===== src/rtl/fsm_serial_tx.sv =====
// One-hot Moore serial transmitter: start bit, NBITS data bits LSB first, optional parity bit, stop bit.
// Define FSM_SERIAL_TX_PARITY_EN to add an even-parity slot after the last data bit.
module fsm_serial_tx #(
    parameter int unsigned NBITS    = 8,
    parameter int unsigned BAUD_DIV = 1
) (
    input  logic             clk,
    input  logic             reset,
    input  logic             in_val,
    output logic             in_rdy,
    input  logic [NBITS-1:0] in_msg,
    output logic             out,
    output logic [3:0]       state
);
    localparam int unsigned CW = $clog2(NBITS + 2);
    localparam int unsigned BW = (BAUD_DIV > 1) ? $clog2(BAUD_DIV) : 1;
`ifdef FSM_SERIAL_TX_PARITY_EN
    localparam int unsigned LAST = NBITS + 1;
`else
    localparam int unsigned LAST = NBITS;
`endif

    typedef enum logic [3:0] {
        IDLE  = 4'b0001,
        START = 4'b0010,
        DATA  = 4'b0100,
        STOP  = 4'b1000
    } state_t;

    state_t           state_q, state_d;
    logic [NBITS-1:0] shreg_q, shreg_d;
    logic [CW-1:0]    bit_q, bit_d;
    logic [BW-1:0]    baud_q, baud_d;
    logic             tick;
    logic             accept;
`ifdef FSM_SERIAL_TX_PARITY_EN
    logic             par_q, par_d;
`endif

    assign tick  = (baud_q == BW'(BAUD_DIV - 1));
    assign state = state_q;

    always_ff @(posedge clk or negedge reset) begin
        if (!reset) begin
            state_q <= IDLE;
            shreg_q <= '0;
            bit_q   <= '0;
            baud_q  <= '0;
`ifdef FSM_SERIAL_TX_PARITY_EN
            par_q   <= 1'b0;
`endif
        end else begin
            state_q <= state_d;
            shreg_q <= shreg_d;
            bit_q   <= bit_d;
            baud_q  <= baud_d;
`ifdef FSM_SERIAL_TX_PARITY_EN
            par_q   <= par_d;
`endif
        end
    end

    always_comb begin
        state_d = state_q;
        shreg_d = shreg_q;
        bit_d   = bit_q;
        baud_d  = baud_q;
`ifdef FSM_SERIAL_TX_PARITY_EN
        par_d   = par_q;
`endif
        in_rdy  = 1'b0;
        out     = 1'b1;

        case (state_q)
            IDLE: begin
                in_rdy = 1'b1;
            end
            START: begin
                out = 1'b0;
                if (tick) begin
                    state_d = DATA;
                    baud_d  = '0;
                end else begin
                    baud_d = baud_q + BW'(1);
                end
            end
            DATA: begin
`ifdef FSM_SERIAL_TX_PARITY_EN
                out = (bit_q == CW'(NBITS)) ? par_q : shreg_q[0];
`else
                out = shreg_q[0];
`endif
                if (tick) begin
                    baud_d  = '0;
                    shreg_d = shreg_q >> 1;
                    bit_d   = bit_q + CW'(1);
`ifdef FSM_SERIAL_TX_PARITY_EN
                    // Parity is folded in as each data bit leaves the shifter.
                    if (bit_q < CW'(NBITS))
                        par_d = par_q ^ shreg_q[0];
`endif
                    if (bit_q == CW'(LAST - 1))
                        state_d = STOP;
                end else begin
                    baud_d = baud_q + BW'(1);
                end
            end
            STOP: begin
                in_rdy = tick;
                if (tick) begin
                    state_d = IDLE;
                    baud_d  = '0;
                end else begin
                    baud_d = baud_q + BW'(1);
                end
            end
            default: begin
                // Corrupted one-hot: recover to IDLE without accepting a word.
                state_d = IDLE;
                bit_d   = '0;
                baud_d  = '0;
            end
        endcase

        accept = in_val && in_rdy;
        if (accept) begin
            state_d = START;
            shreg_d = in_msg;
            bit_d   = '0;
            baud_d  = '0;
`ifdef FSM_SERIAL_TX_PARITY_EN
            par_d   = 1'b0;
`endif
        end
    end
endmodule

===== config.mk =====
export PLATFORM = sky130hd
export DESIGN_NAME = fsm_serial_tx
export DESIGN_NICKNAME = d
export VERILOG_FILES = /design/src/rtl/fsm_serial_tx.sv
export SDC_FILE = /design/constraint.sdc
export NUM_CORES = 1
export LEC_CHECK = 0
export ABC_AREA = 1
export CORE_ASPECT_RATIO = 0.7
export CORE_MARGIN = 1
export CORE_UTILIZATION = 40
export CTS_BUF_LIST = sky130_fd_sc_hd__clkbuf_4
export DETAILED_ROUTE_END_ITERATION = 7
export PLACE_DENSITY = 0.7
export SYNTH_ARGS = -nofsm -noshare
export SYNTH_HDL_FRONTEND = slang
export SYNTH_SLANG_ARGS = --single-unit

===== constraint.sdc =====
create_clock -name clk -period 2.3 [get_ports clk]
set_input_delay 0.46 -clock clk [delete_from_list [all_inputs] [get_ports clk]]
set_output_delay 0.46 -clock clk [all_outputs]
set_load 0.01 [all_outputs]

# Yosys cells after proc, flatten, opt, wreduce, memory -nomap -nowiden
# Cells that the tools add are included.
# W data, S select, Z words.
[word_totals]
elab_cells = 43
reg_bits = 17
input_bits = 11
out_inout_bits = 6
[classes]
n_mux = 17
reduce_logical = 7
addsub = 2
eq_ne = 12
n_bitwise = 1
[op_table]
columns = ["operator", "count"]
rows = [
  ["$mux W4", 7],
  ["$mux W8", 3],
  ["$pmux W4 S4", 1],
  ["$ne A3 B3 Y1 const B", 4],
  ["$eq A4 B3 Y1 const B", 2],
  ["$pmux W4 S2", 1],
  ["$pmux W1 S2", 3],
  ["$reduce_or A3 Y1", 2],
  ["$reduce_and A5 Y1", 1],
  ["$add A4 B1 Y4 const B", 1],
  ["$eq A4 B1 Y1 const B", 1],
  ["$eq A4 B2 Y1 const B", 1],
  ["$eq A4 B4 Y1 const B", 1],
  ["$ne A2 B1 Y1 const B", 2],
  ["$reduce_and A2 Y1", 2],
  ["$mux W1", 2],
  ["$ne A2 B2 Y1 const B", 1],
  ["$reduce_bool A2 Y1", 1],
  ["$add A1 B1 Y1 const B", 1],
  ["$logic_and A1 B1 Y1", 1],
  ["$not A1 Y1", 1],
]

# Depth between registers and ports, before layout
[depth]
word_depth = 5
mapped_depth = 8
ltp_nobuf = 8

# Worst setup path before layout
# OpenSTA, ideal clock, no wires.
[synth_path]
kind = "register to output"
from = "register state_q[0] (netlist: state[0])"
to = "output port out"
setup_slack_ps = 774
arrival_time_ps = 1066
path_buffers = 1
stages_incl_launch_ff = 6
cell_sequence = "dfstp_2 -> nor2_2 -> nand3_1 -> buf_4 -> nand2_1 -> nand2_1"
[synth_between]
elab_chain_len = 2
elab_cells_between_ends = 3
[synth_rtl]
columns = ["element", "line", "text"]
rows = [
  ["start: declaration", "30", "state_t state_q, state_d;"],
  ["start signal: assignment", "53", "state_q <= state_d;"],
  ["$eq A4 B3 Y1 / $eq A4 B2 Y1 (equally long branches)", "74", "case (state_q)"],
  ["$pmux W1 S2 *", "74", ""],
  ["end: declaration", "12", "output logic out,"],
]
# Mark *: on every way between the ends. The rest lies on a longest branch, timed or not.

# Worst setup path after layout
# Ends and elaborated chain as after synthesis.

==> flow_summary.yaml <==
power_and_ir_drop:
  powerDensity_mw_per_mm2: 1032
  leakagePower_nw: 0.5412
  total_power_mw: 1.100
  p_switching_mw: 0.4383
  p_comb_share_pct: 42.5
  pwr-share-seq_pct: 42.3
  p_int_mw: 0.6619
  peakVddDrop_v: 0.0005361
  sw_frac_of_total_pct: 39.84
  clockPowerShare_pct: 15.2
floorplan:
  die_area_mm2: 0.002325
  die_h_um: 40.65
  coreArea_mm2: 0.001936
  ioPinCount: 17
  die_x_um: 57.21
  core.rowCount: 13
  initial_core_util_pct: 44.09
sta:
  finClkSkew_ps: 2.167
  drv_slew: 0
  fin_crit_ps: 2223
  period_share_pct: 96.64
  max_slew_margin_pct: 51.60
  hold_viol_final: 0
  setup_tns_ps: 0
  setup_viol: 0
  tightestPinTransition_ps: 723.7
  timing.fmax_mhz: 449.9
cells_and_area:
  final_nets: 122
  layoutNonFillerInstCount: 131
  stdcell_area_mm2: 0.001066
  drive_gt1_share_pct: 27.52
  fill_cells: 182
  n_antenna_cell: 0
  syn2layout_area_growth_pct: 24.93
  utilization_pct: 55.07
route:
  antenna_left: 0
  drt_wl_total_mm: 1.747
  vias: 703
  drc: 2
  drtIter0Drc: 13
  vias_per_cell: 5.366
  wl_per_cell_um: 13.34
  drt-pass1-iter-count: 6
yosys:
  synth_area_leaders: "dfrtp_1, nand3_1, nand3_2"
  yosys.area_share.adder_pct: 1.466
  synth-xor-area-share_pct: 0
  synth_top_area_share_pct: 43.99
  syn_area_um2: 853.3
  yosysWarnings: 0
  synth_nets: 103
  postSynthAreaPerCell_um2: 9.377
  yosys.area_share.simple_pct: 42.08
  synth_top_family_by_area: "simple AND/OR/NAND/NOR gates"
  yosysSeqAreaShare_pct: 47.07
  synth_compound_area_share_pct: 2.493
  synth_cells: 91
  synth_mux_area_share_pct: 0
  synth_seq_cells: 16
  synth_cell_type_count: 20
  yosys.area.top_type: "dfrtp_1"
global_route:
  grt_pass1_wl_mm: 2.891
  grt_max_degree: 17
  grt_pass1_vias: 663
  overflow: 0
  antenna_found_initial: 0
  track_usage_pct: 18.12
placed_design:
  io_buffer_count: 16
  hpwl_mm: 1.236
  dpl-instance-area_mm2: 0.001016
  place_inst: 127
  routabilityCongestion: 0.7727
setup_path:
  worstSetupPathType: "flop to output pin"
  worstPathMaxFanout: 3
  required_ps: 1840
  cp_common_cell: "nand2_1"
  cp_num_buf_inv: 2
  crit_family: "buffers and inverters"
  critical_path.startpoint_type: "flop"
  end_kind: "output pin"
  crit_slowest_cell: "dfstp_2"
  max_stage_delay_ps: 570
  critPathArrivalTime_ps: 1760
  path_cells: "inv_1 > nand3_1 > nand2_1 > nand2_1 > clkdlybuf4s50_1"
run_status:
  violations: "design-rule violations"
  outcome: "finished with violations"
clock_network:
  cts_sinks: 16
  cts_max_level: 1
  clock_latency_ps: 290
  ctsRootBufferMaster: "clkbuf_4"
  post_cts_buffers: 0
  cts_tree: "yes"
  cts_buffers: 3
  path_clk_slew_ps: 90
  cts_buffer_depth: 2
  cts_hold_buffers: 0
min_path:
  min_path_type: "flop to flop"
flow_run:
  cap_violations: 0
[stage by stage]
| stage | hold WS, ps | setup slack (ps) |
|---|---|---|
| 2_1_floorplan | 164.4 | 773.8 |
| 3_3_place_gp | 476.7 | 387.1 |
| 3_5_place_dp | 488.2 | 307.6 |
| 4_1_cts | 507.7 | 44.20 |
| 5_1_grt | 541.2 | -0.04430 |
| 6_report | 507.9 | 77.38 |
[sequential cells by signal, indices dropped and copies added (netlist names)]
register,count
bit_q,4
shreg_q,8
state,4
[cell families after synthesis]
| group | after synthesis |
|---|---|
| AND/OR/NAND/NOR | 62 |
| flip-flops | 16 |
| buffers and inverters | 9 |
| AO/OA/AOI/OAI | 3 |
| adder cells (fa/ha/maj) | 1 |
[metal layers]
layer	vias to the layer above	GRT usage [%]	wire [um]
li1	341	-	-
met1	340	20.16	785
met2	17	31.47	842
met3	5	6.940	91
met4	0	10.37	27
met5	-	0	0
[layout by cell type (no fill, tap or decap), types with 2 or more instances in the layout]
master,count
buf_4,2
clkbuf_4,4
clkdlybuf4s50_1,15
dfrtp_1,15
inv_1,4
nand2_1,18
nand2_2,2
nand2_4,2
nand3_1,20
nand3_2,10
nor2_1,2
nor2_2,3
or2_2,2
[repair_timing]
action	4_1_cts	5_1_grt
setup endpoints to repair	1	2
resized for setup	1	3
gates cloned	0	0
[worst paths after layout]
path | slack (ps) | end | cells past startpoint | start
min | 510 | shreg_q[3] | 2 | shreg_q[4]
min in group asynchronous | 590 | bit_q[2] | 1 | reset
max in group asynchronous | 1250 | shreg_q[6] | 1 | reset
max reg2reg | 900 | shreg_q[7] | 8 | state[0]
max | 80 | out | 5 | state[0]
min reg2reg | 510 | shreg_q[3] | 2 | shreg_q[4]
[tightest hold or removal path, cell delays in order (launching register included)]
cell and delay (ps):
dfrtp_1 350, nand2_1 50, nand3_1 70
[area by class of cell]
type / instances / area (um^2) / share of cell area, %
Tap cell: 22 / 27.53 / 2.582
Multi-Input combinational cell: 66 / 410.4 / 38.50
Sequential cell: 16 / 401.6 / 37.68
Clock buffer: 4 / 30.03 / 2.817
Inverter: 5 / 18.77 / 1.761
Timing Repair Buffer: 18 / 177.7 / 16.67
[synthesized netlist by cell type, drive strengths merged]
| library cell | instances |
|---|---|
| nand3 | 31 |
| dfstp | 1 |
| inv | 5 |
| nand4 | 1 |
| nor2 | 6 |
| clkbuf | 1 |
| o211ai | 1 |
| dfrtp | 15 |
| ha | 1 |
| or2 | 2 |
| nand2 | 22 |
| a31o | 1 |
| buf | 3 |
| o21ai | 1 |
[power groups by stage]
stage	logic, mW	clock network, mW	registers, mW
6_report	0.468	0.167	0.465
3_5_place_dp	0.461	0	0.461
4_1_cts	0.464	0.173	0.457
5_1_grt	0.519	0.186	0.479
3_3_place_gp	0.453	0	0.456
2_1_floorplan	0.312	0	0.454
No activity file was read; power rests on OpenSTA's default activity.
